## config.mk

```make
export PLATFORM = sky130hd
export DESIGN_NAME = writeback_stage_flat
export DESIGN_NICKNAME = d
export VERILOG_FILES = /design/src/rtl/writeback_stage_if.sv /design/src/rtl/writeback_stage.sv /design/src/flat_wrapper.sv
export SDC_FILE = /design/constraint.sdc
export NUM_CORES = 1
export LEC_CHECK = 0
export CAP_MARGIN = 10
export CELL_PAD_IN_SITES_DETAIL_PLACEMENT = 0
export CELL_PAD_IN_SITES_GLOBAL_PLACEMENT = 1
export CORE_MARGIN = 2
export CORE_UTILIZATION = 49
export DETAILED_ROUTE_END_ITERATION = 10
export PLACE_DENSITY = 0.77
export SYNTH_ARGS = -nofsm -noshare
export SYNTH_HDL_FRONTEND = slang
export SYNTH_SLANG_ARGS = --single-unit
```

## constraint.sdc

```tcl
create_clock -name clk -period 2.65 [get_ports clk]
set_input_delay 0.3975 -clock clk [delete_from_list [all_inputs] [get_ports clk]]
set_output_delay 0.3975 -clock clk [all_outputs]
set_load 0.02 [all_outputs]
```

## src/rtl/writeback_stage_if.sv

```systemverilog
// Memory-latch to write-back bundle: destination, control, ALU result, load data.
// master drives the bundle (memory latch / bench), slave consumes it (write-back).
interface writeback_stage_if #(
    parameter int DW = 32
);
    logic [3:0]    rd_in;
    logic [10:0]   sign_in;
    logic [DW-1:0] alu_in;
    logic [DW-1:0] data_in;

    modport master (
        output rd_in,
        output sign_in,
        output alu_in,
        output data_in
    );

    modport slave (
        input rd_in,
        input sign_in,
        input alu_in,
        input data_in
    );
endinterface

```

## src/rtl/writeback_stage.sv

```systemverilog
// Write-back stage: selects the write value, owns the 16x32 register file,
// serves decode's two read ports, drives the execute forwarding tap,
// counts retired instructions and freezes architectural effects on halt.
// Ports: clk, rst_n (sync, active low); mem_i (memory latch bundle, slave);
// rs_a/rs_b -> rdata_a/rdata_b; wb_en/wb_rd/wb_data forwarding tap;
// retired_count; halted.
// Option: define WB_BYPASS_EN to forward the same-cycle write into the
// read ports (write-through); otherwise reads return the old value.
module writeback_stage #(
    parameter int NREG  = 16,
    parameter int DW    = 32,
    parameter int CNT_W = 32
) (
    input  logic                 clk,
    input  logic                 rst_n,
    writeback_stage_if.slave     mem_i,
    input  logic [3:0]           rs_a,
    input  logic [3:0]           rs_b,
    output logic [DW-1:0]        rdata_a,
    output logic [DW-1:0]        rdata_b,
    output logic                 wb_en,
    output logic [3:0]           wb_rd,
    output logic [DW-1:0]        wb_data,
    output logic [CNT_W-1:0]     retired_count,
    output logic                 halted
);

    typedef enum logic {
        RUN    = 1'b0,
        HALTED = 1'b1
    } state_e;

    state_e              state_q, state_d;
    logic [CNT_W-1:0]    cnt_q, cnt_d;
    logic                halted_q;
    logic [DW-1:0]       regs_q [NREG];

    logic                reg_write;
    logic                mem_to_reg;
    logic                halt;
    logic                retire;
    logic                unused_ctrl;

    assign reg_write   = mem_i.sign_in[8];
    assign mem_to_reg  = mem_i.sign_in[9];
    assign halt        = mem_i.sign_in[10];
    assign unused_ctrl = ^mem_i.sign_in[7:0];

    // Both ordinary write-backs and the halt itself count as a retire.
    assign retire = reg_write | halt;

    // Forwarding tap; gated by reset so execute never sees a bogus commit.
    assign wb_rd   = mem_i.rd_in;
    assign wb_data = mem_to_reg ? mem_i.data_in : mem_i.alu_in;
    assign wb_en   = rst_n & reg_write & (mem_i.rd_in != 4'd0)
                   & (state_q == RUN);

    always_comb begin
        state_d = state_q;
        cnt_d   = cnt_q;
        if (state_q == RUN) begin
            if (retire) begin
                cnt_d = cnt_q + CNT_W'(1);
            end
            if (halt) begin
                state_d = HALTED;
            end
        end
    end

    always_ff @(posedge clk) begin
        if (!rst_n) begin
            state_q  <= RUN;
            cnt_q    <= '0;
            halted_q <= 1'b0;
        end else begin
            state_q  <= state_d;
            cnt_q    <= cnt_d;
            halted_q <= (state_d == HALTED);
        end
    end

    // wb_en already excludes r0, reset and the halted state.
    always_ff @(posedge clk) begin
        if (!rst_n) begin
            for (int i = 0; i < NREG; i++) begin
                regs_q[i] <= '0;
            end
        end else if (wb_en) begin
            regs_q[mem_i.rd_in] <= wb_data;
        end
    end

    logic [DW-1:0] rf_a, rf_b;

    assign rf_a = (rs_a == 4'd0) ? '0 : regs_q[rs_a];
    assign rf_b = (rs_b == 4'd0) ? '0 : regs_q[rs_b];

`ifdef WB_BYPASS_EN
    // wb_en is never set for rd = 0, so r0 reads stay zero.
    assign rdata_a = (wb_en && rs_a == wb_rd) ? wb_data : rf_a;
    assign rdata_b = (wb_en && rs_b == wb_rd) ? wb_data : rf_b;
`else
    assign rdata_a = rf_a;
    assign rdata_b = rf_b;
`endif

    assign retired_count = cnt_q;
    assign halted        = halted_q;

endmodule

```

## src/flat_wrapper.sv

```systemverilog
// flat-port wrapper written by rule: the top's interface ports become plain ports
module writeback_stage_flat 
#(
    parameter int NREG  = 16,
    parameter int DW    = 32,
    parameter int CNT_W = 32
)
  (clk, rst_n, rs_a, rs_b, rdata_a, rdata_b, wb_en, wb_rd, wb_data, retired_count, halted, mem_i_rd_in, mem_i_sign_in, mem_i_alu_in, mem_i_data_in);
  writeback_stage_if #(.DW(DW)) mem_i_i ();
  input  logic clk;
  input  logic rst_n;
  input  logic [3:0] rs_a;
  input  logic [3:0] rs_b;
  output logic [DW-1:0] rdata_a;
  output logic [DW-1:0] rdata_b;
  output logic wb_en;
  output logic [3:0] wb_rd;
  output logic [DW-1:0] wb_data;
  output logic [CNT_W-1:0] retired_count;
  output logic halted;
  input wire logic [$bits(mem_i_i.rd_in)-1:0] mem_i_rd_in;
  input wire logic [$bits(mem_i_i.sign_in)-1:0] mem_i_sign_in;
  input wire logic [$bits(mem_i_i.alu_in)-1:0] mem_i_alu_in;
  input wire logic [$bits(mem_i_i.data_in)-1:0] mem_i_data_in;
  assign mem_i_i.rd_in = mem_i_rd_in;
  assign mem_i_i.sign_in = mem_i_sign_in;
  assign mem_i_i.alu_in = mem_i_alu_in;
  assign mem_i_i.data_in = mem_i_data_in;
  writeback_stage #(.NREG(NREG), .DW(DW), .CNT_W(CNT_W)) u_core (.clk(clk), .rst_n(rst_n), .mem_i(mem_i_i), .rs_a(rs_a), .rs_b(rs_b), .rdata_a(rdata_a), .rdata_b(rdata_b), .wb_en(wb_en), .wb_rd(wb_rd), .wb_data(wb_data), .retired_count(retired_count), .halted(halted));
endmodule
```

## Word-level counts from Yosys, hierarchy flattened

Memory sizes are Yosys's and may differ from the RTL's.
Cells that the tools add are included.

- Register bits after elaboration: 33
- RAM bits: 512
- Logic and storage cells: 26
- Memories: 1

- Add/subtract/negate cells: 1
- Multiplexer cells: 12
- Bitwise operators: 5
- Reduce and logical (&&, ||, !) cells: 5

Memory list:

| memory | words | bits a word | rd ports | clocked after Yosys merged registers in | wr ports | line | RTL |
|---|---|---|---|---|---|---|---|
| u_core.regs_q | 16 | 32 | 2 | 0 | 16 | writeback_stage.sv:36 | `logic [DW-1:0] regs_q [NREG];` |

Operators by type and width:

| cell | count |
|---|---|
| $mux 32 | 4 |
| $add 32x1->32 const B | 1 |
| $reduce_or 32->1 | 1 |
| $logic_not 4->1 | 2 |
| $mux 1 | 7 |
| $mux 4 | 1 |
| $reduce_bool 4->1 | 1 |
| $and 1x1->1 | 3 |
| $reduce_and 2->1 | 1 |
| $not 1->1 | 1 |
| $or 1x1->1 | 1 |

## Logic depth before layout (Yosys ltp)

Gate-level depths: netlist of the first run.

- Depth after elaboration: 8
- Depth in mapped cells: 7

## Worst setup path after synthesis of the first run

No wires, ideal clock.

- Path type: register to register
- Start: register u_core.state_q
- End: memory u_core.regs_q[13][0] (enable)
- Library setup time: 389 ps
- Arrival: 2072 ps
- Path slack: 189 ps
- Cell stages (with the launch flop): 6
- Buffers on the path: 1
- Cells stage by stage: dfxtp_1 -> nand3b_1 -> nor3_1 -> nand3_1 -> clkbuf_1 -> nand2_1

RTL lines:

| item | line | RTL |
|---|---|---|
| from (decl) | writeback_stage.sv:33 | `state_e state_q, state_d;` |
| from (signal assigned) | writeback_stage.sv:77 | `state_q <= state_d;` |
| to (decl) | writeback_stage.sv:36 |  |

## Final worst setup path of the first run

- Start: input rs_b[2]
- End: output rdata_b[0]

- Word-level cells in the longest chain between the ends: 2

RTL lines:

| item | line | RTL |
|---|---|---|
| from (decl) | flat_wrapper.sv:13 | `input logic [3:0] rs_b;` |
| $mem_v2 16x32 / $logic_not 4->1 (equally long branches) | - |  |
| $mux 32 * | writeback_stage.sv:97 | `assign rf_b = (rs_b == 4'd0) ? '0 : regs_q[rs_b];` |
| to (decl) | flat_wrapper.sv:15 | `output logic [DW-1:0] rdata_b;` |

Every way passes the cells marked *; elsewhere a longest branch is shown, timed or not.

==> results of run 1 <==
## metrics by stage
step	setup TNS (ns)	power, uW	utilization	hold WS, ns
final	-0.00979	21900	0.625	0.403
after global routing	-0.117	22500	0.625	0.447
after CTS	0	21900	0.623	0.379
after detailed placement	-25.90	13400	0.584	0.470
after global placement	-24.42	13300	0.584	0.464
after floorplan	0	11800	-	0.513
## sequential cells by signal, indices dropped and copies added (netlist names)
name / flops
u_core.regs_q: 512
u_core.retired_count: 32
u_core.state_q: 1
## critical path, stage by stage
cell and delay (ns):
buf_2 0.22, buf_4 0.24, and2_1 0.32, buf_4 0.24, a22oi_1 0.12, a22oi_2 0.20, o211ai_1 0.11, buf_4 0.16
clkdlybuf4s15_2 0.25
## power groups by stage
stage               combinational (uW)  sequential, uW  clock (uW)
floorplan                         1710           10100           0
global placement                  3210           10100           0
detailed placement                3240           10100           0
CTS                               3230            9960        8710
global route                      3420           10000        9040
finish                            3280            9960        8640
## cell families after synthesis
family	count (synthesis)
adder cells (fa/ha/maj)	1
XOR/XNOR	10
buffers and inverters	234
other	1
AO/OA/AOI/OAI	282
flip-flops	545
multiplexers	358
AND/OR/NAND/NOR	660
## metal layers
layer	up-vias	share of wire	global-route usage
met5	-	0	0
met4	0	0.036	0.119
met3	212	0.11	0.0659
met2	1319	0.48	0.507
met1	10600	0.37	0.420
li1	8723	-	-
## final timing paths
| kind | from | to | cells after the start | slack (ns) |
|---|---|---|---|---|
| hold reg to reg | u_core.retired_count[31]$_SDFFE_PN0P_ | u_core.retired_count[31]$_SDFFE_PN0P_ | 2 | 0.48 |
| setup / recovery | rs_b[2] | rdata_b[0] | 9 | -0.01 |
| setup reg to reg | u_core.retired_count[6]$_SDFFE_PN0P_ | u_core.retired_count[15]$_SDFFE_PN0P_ | 4 | 0.69 |
| hold / removal | mem_i_sign_in[10] | u_core.state_q$_SDFF_PN0_ | 3 | 0.40 |
## final cells by class
| class | count | area, sq um | area share |
|---|---|---|---|
| antenna | 1 | 2.50 | 0.0000711 |
| clock buffer | 74 | 1640 | 0.0465 |
| clock inverter | 36 | 388 | 0.0110 |
| inverter | 39 | 148 | 0.00420 |
| multi-input combinational | 1343 | 11300 | 0.320 |
| sequential | 545 | 16000 | 0.456 |
| tap | 756 | 946 | 0.0269 |
| timing repair buffer | 465 | 4760 | 0.135 |
## Yosys cell counts (all sizes together) (3+ instances only)
cell type / count / area share
a211oi: 36 / 0.0097
a21oi: 89 / 0.016
a221oi: 56 / 0.018
a22o: 10 / 0.0031
a22oi: 44 / 0.012
and2: 5 / 0.0011
and4: 5 / 0.0017
buf: 62 / 0.014
clkbuf: 133 / 0.018
dfxtp: 33 / 0.024
edfxtp: 512 / 0.55
inv: 37 / 0.0050
mux2i: 166 / 0.060
mux4: 192 / 0.16
nand2: 74 / 0.010
nand2b: 7 / 0.0016
nand3: 21 / 0.0038
nand4: 11 / 0.0030
nor2: 497 / 0.067
nor2b: 6 / 0.0013
nor3: 9 / 0.0016
nor4: 7 / 0.0016
o211ai: 8 / 0.0022
o21ai: 14 / 0.0025
o21bai: 11 / 0.0030
o31ai: 10 / 0.0027
or3: 4 / 0.00090
or4: 10 / 0.0027
xnor2: 3 / 0.00094
xor2: 7 / 0.0022
## repair_timing
| item | CTS | global route |
|---|---|---|
| endpoints found under the setup margin | 63 | 44 |
| resized for setup | 166 | 42 |
| cloned | 1 | 0 |
| setup buffers | 0 | 6 |
| pin swaps | 0 | 4 |
==> flow_metrics.py, run 1 <==
metrics = {
    "synth": {
        "synth-main-ff-cell": "edfxtp_1",
        "synthCells": 2091,
        "synth_seq_cells": 545,
        "synth_top_family_by_area": "multiplexers",
        "synth_compound_area_frac": 0.0699,
        "syn-cell-area_sq_um": 27800,
        "synth_seq_area_share": 0.576,
        "synth_mux_area_frac": 0.215,
        "synthSimpleGateAreaFrac": 0.0974,
        "syn_avg_cell_area_sq_um": 13.3,
        "synth-edff-count": 512,
        "synth_fa_ha_area_frac": 0.000450,
        "synth_cell_types": 46,
        "synth_warnings": 0,
        "async_flop_share": 0,
        "synth_xor_area_frac": 0.00315,
    },
    "drt": {
        "drtPass1Iterations": 7,
        "via_per_inst": 6.38,
        "avgRoutedWirePerCell_microns": 28.4,
        "drc_errors": 0,
        "drtIter0Drc": 2347,
        "drt_wl_total_microns": 92500,
        "ant_nets": 0,
        "num_vias": 20800,
    },
    "sta": {
        "fmax_ghz": 0.376,
        "hold_viol": 0,
        "setup_viol": 1,
        "rsz0062_at_grt": "true",
        "final.min_clock_period_ns": 2.66,
        "setup_ws_ns": -0.00979,
        "period_share": 1.00,
        "slew_viol_final": 0,
        "maxSlewHeadroom": 0.517,
        "finalClockSkew_ns": 0.0117,
        "worst_pin_slew_ns": 0.724,
    },
    "floorplanning": {
        "die-area_sq_um": 58700,
        "die_y_microns": 242,
        "die_w_microns": 242,
        "core_sq_um": 56300,
        "initial_core_util": 0.494,
        "io_pins": 223,
        "rows": 87,
    },
    "finish": {
        "stdcell_count": 3259,
        "nets": 2542,
        "fill_cells": 4261,
        "drive_above_1_share": 0.266,
        "mostFrequentLayoutCell": "edfxtp_1",
        "final_area_sq_um": 35200,
        "area_delta_synth_final_pct": 26.5,
        "layout_common_cells": "512 x edfxtp_1, 493 x nor2_1, 192 x mux4_2, 187 x buf_4, 165 x mux2i_1",
    },
    "power": {
        "p_leak_uw": 0.0133,
        "p_per_area_nw_per_um2": 622,
        "peakVddDrop_v": 0.000495,
        "sw_frac_of_total": 0.252,
        "seqPwrFrac": 0.455,
        "p_int_uw": 16400,
        "clockPowerShare": 0.395,
        "switching_power_uw": 5520,
        "combPwrFrac": 0.150,
    },
    "run": {
        "max_cap_viol_count": 0,
    },
    "status": {
        "status": "finished, violations left",
        "violations": "setup timing",
    },
    "critical_path": {
        "worstPathRequired_ns": 2.25,
        "critPathMaxFanout": 7,
        "end_kind": "output pin",
        "start_kind": "input port",
        "crit_type": "in -> out",
        "critical_path_arrival_ns": 2.26,
    },
    "placed_design": {
        "port-buffer-count": 214,
        "dpl.hpwl_microns": 57800,
        "place_area_sq_um": 32800,
        "globalplace.congestion": 0.875,
        "dp_worst_setup_slack_ns": -0.568,
        "place_inst": 3141,
    },
    "clock_tree": {
        "path_clk_slew_ns": 0.06,
        "clockBufferDepth": 3,
        "cts-buffers-inserted": 58,
        "clk_latency_ns": 0.62,
        "tritoncts": "yes",
        "htreeDepth": 2,
        "cts.sinks": 545,
        "postCtsHoldBufs": 0,
        "root_buffer": "clkbuf_16",
    },
    "min_path": {
        "hold_path.class": "in -> reg",
    },
    "global_routing": {
        "grt_max_degree": 40,
        "grt_overflow": 0,
        "grt_pass1_wl_microns": 136000,
        "grt_use_total": 0.314,
        "antenna_found_initial": 0,
        "grt_pass1_vias": 21300,
    },
}
(Power assumes the default switching activity.)
==> inputs of run 2 (changes only) <==
--- a/config.mk
+++ b/config.mk
@@ -5,7 +5,6 @@
 export SDC_FILE = /design/constraint.sdc
 export NUM_CORES = 1
 export LEC_CHECK = 0
-export CAP_MARGIN = 10
 export CELL_PAD_IN_SITES_DETAIL_PLACEMENT = 0
 export CELL_PAD_IN_SITES_GLOBAL_PLACEMENT = 1
 export CORE_MARGIN = 2
==> results of run 2 <==
Final layout, timing and power as in run 1 (identical DEF).
==> inputs of run 3 (changes only) <==
--- a/config.mk
+++ b/config.mk
@@ -11,6 +11,7 @@
 export CORE_UTILIZATION = 49
 export DETAILED_ROUTE_END_ITERATION = 10
 export PLACE_DENSITY = 0.77
+export REMOVE_ABC_BUFFERS = 1
 export SYNTH_ARGS = -nofsm -noshare
 export SYNTH_HDL_FRONTEND = slang
 export SYNTH_SLANG_ARGS = --single-unit
==> run 3 against run 2 <==
Against the previous run:
- the run now ends clean
- via count fell by 0.60%
- wire length down 1.0%
- design area is 0.42% higher
- clock power is 6.0% lower
- sequential power about the same
- flip-flop and latch count unchanged
- hold slack improved by 0.016 ns
- critical path depth shrank 5
- fmax rose by 1.5%
- clock-buffer cell count is 3 higher
- combinational power grew 2%
==> flow_metrics.py, run 3 (same netlist as run 1, synthesis figures left out) <==
metrics = {
    "sta": {
        "worst_pin_slew_ns": 0.742,
        "timing.setup.tns_ns": 0,
        "maxSlewHeadroom": 0.501,
        "rsz0062_at_grt": "true",
        "finalClockSkew_ns": 0.0124,
        "holdWs_ns": 0.418,
        "slew_viol_final": 0,
        "setup_ws_ns": 0.0299,
        "fmax_ghz": 0.382,
        "setup_viol": 0,
        "final.min_clock_period_ns": 2.62,
        "hold_viol": 0,
        "period_share": 0.989,
    },
    "placed_design": {
        "port-buffer-count": 214,
        "dp_worst_setup_slack_ns": -0.593,
        "dpl.hpwl_microns": 58600,
        "place_inst": 3175,
        "globalplace.congestion": 0.851,
    },
    "power": {
        "p_per_area_nw_per_um2": 606,
        "peakVddDrop_v": 0.000520,
        "p_leak_uw": 0.0134,
        "totalPowerFinal_uw": 21400,
    },
    "floorplanning": {
        "rows": 87,
        "die-area_sq_um": 58700,
        "initial_core_util": 0.494,
        "io_pins": 223,
        "core_sq_um": 56300,
        "die_y_microns": 242,
        "die_w_microns": 242,
    },
    "clock_tree": {
        "tritoncts": "yes",
        "htreeDepth": 2,
        "root_buffer": "clkbuf_16",
        "cts-buffers-inserted": 57,
        "path_clk_slew_ns": 0.06,
        "clockBufferDepth": 3,
        "clk_latency_ns": 0.62,
        "postCtsHoldBufs": 0,
        "cts.sinks": 545,
    },
    "global_routing": {
        "antenna_found_initial": 1,
        "grt_overflow": 0,
        "grt_pass1_wl_microns": 134000,
        "grt_use_total": 0.310,
        "grt_max_degree": 40,
        "grt_pass1_vias": 21100,
    },
    "finish": {
        "stdcell_count": 3285,
        "diodes": 0,
        "nets": 2571,
        "top_register": "u_core.regs_q",
        "largest_reg_flops": 512,
        "drive_above_1_share": 0.277,
        "layout_common_cells": "512 x edfxtp_1, 494 x nor2_1, 218 x buf_4, 192 x mux4_2, 166 x mux2i_1",
        "area_delta_synth_final_pct": 27.0,
        "mostFrequentLayoutCell": "edfxtp_1",
    },
    "critical_path": {
        "rr_endpoint": "u_core.regs_q[4][23]$_SDFFCE_PN0P_",
        "critPathMaxStageDelay_ns": 0.51,
        "cp_top_family": "multiplexers",
        "r2r_slack_ns": 0.41,
        "r2r_cells": 6,
        "crit_type": "reg -> out",
        "critPathMaxFanout": 2,
        "worstPathRequired_ns": 2.25,
        "crit_path_end": "rdata_b[21]",
        "rr_startpoint": "u_core.state_q$_SDFF_PN0_",
        "crit_slowest_cell": "mux4_2",
        "crit_buf_inv": 1,
        "critical_path_arrival_ns": 2.22,
        "start_kind": "register",
        "end_kind": "output pin",
        "critPathLaunch": "u_core.regs_q[1][21]$_SDFFCE_PN0P_",
        "path_depth": 4,
        "crit_chain": "mux4_2 -> a211oi_2 -> a21oi_2 -> dlygate4sd2_1",
    },
    "status": {
        "status": "complete, no violations",
    },
    "drt": {
        "avgRoutedWirePerCell_microns": 27.9,
        "drtPass1Iterations": 6,
        "drc_errors": 0,
        "via_per_inst": 6.30,
        "ant_nets": 0,
        "num_vias": 20700,
        "drt_wl_total_microns": 91500,
        "drtIter0Drc": 2425,
    },
    "min_path": {
        "min-delay-start": "mem_i_sign_in[10]",
        "hold_path.class": "in -> reg",
    },
    "run": {
        "max_cap_viol_count": 0,
    },
}
run 3: changes by cell type in the layout (fill, tap and decap cells not counted), moves of 5 or more:
cell	previous run	this run
buf_4	187	218
clkdlybuf4s15_2	14	29
a221oi_1	24	16
a221oi_2	32	37
clkbuf_1	9	15
o21ai_0	12	7
dlygate4sd2_1	27	10
nand2_1	52	59
a21oi_2	1	6
a21oi_1	88	83
nand2_2	22	15
run 3: report_power, final:
part	internal [uW]	total (uW)	switching [uW]
Sequential	9780	9970	191
Clock	4730	8120	3390
Combinational	1500	3330	1830
run 3: worst min path at each step:
stage | end | cells after the start
6_report | u_core.state_q$_SDFF_PN0_ | 3
3_5_place_dp | u_core.retired_count[31]$_SDFFE_PN0P_ | 2
5_1_grt | u_core.state_q$_SDFF_PN0_ | 3
4_1_cts | u_core.state_q$_SDFF_PN0_ | 3
3_3_place_gp | u_core.retired_count[31]$_SDFFE_PN0P_ | 2
2_1_floorplan | u_core.state_q$_SDFF_PN0_ | 2
run 3: layer usage:
layer | share of wire | up-vias | routed length, microns | global-route usage
li1 | - | 8773 | - | -
met1 | 0.38 | 10500 | 34400 | 0.412
met2 | 0.49 | 1250 | 45100 | 0.521
met3 | 0.099 | 206 | 9050 | 0.0477
met4 | 0.033 | 2 | 3040 | 0.113
met5 | 0.00012 | - | 11 | 0
run 3: final cells by class:
cell class | count | area [sq um]
Sequential cell | 545 | 16000
Fill cell | 4373 | 20900
Clock inverter | 30 | 297
Multi-Input combinational cell | 1343 | 11300
Inverter | 39 | 146
Clock buffer | 77 | 1570
Tap cell | 756 | 946
Timing Repair Buffer | 495 | 5020
run 3: timing repair:
action | CTS | global route
pin swaps | 2 | 6
setup endpoints to repair | 63 | 58
resized for setup | 199 | 54
hold endpoints to repair | 0 | 0
setup buffers | 0 | 1
cloned | 1 | 1
run 3: stage by stage:
step	area [sq um]	utilization
after global placement	33100	0.587
final	35300	0.628
after global routing	35300	0.628
after CTS	35200	0.626
after floorplan	27000	-
after detailed placement	33100	0.587
run 3: tightest hold or removal path: stages:
cell	delay, ns
clkdlybuf4s50_1	0.45
nor2_1	0.10
nor2_1	0.04
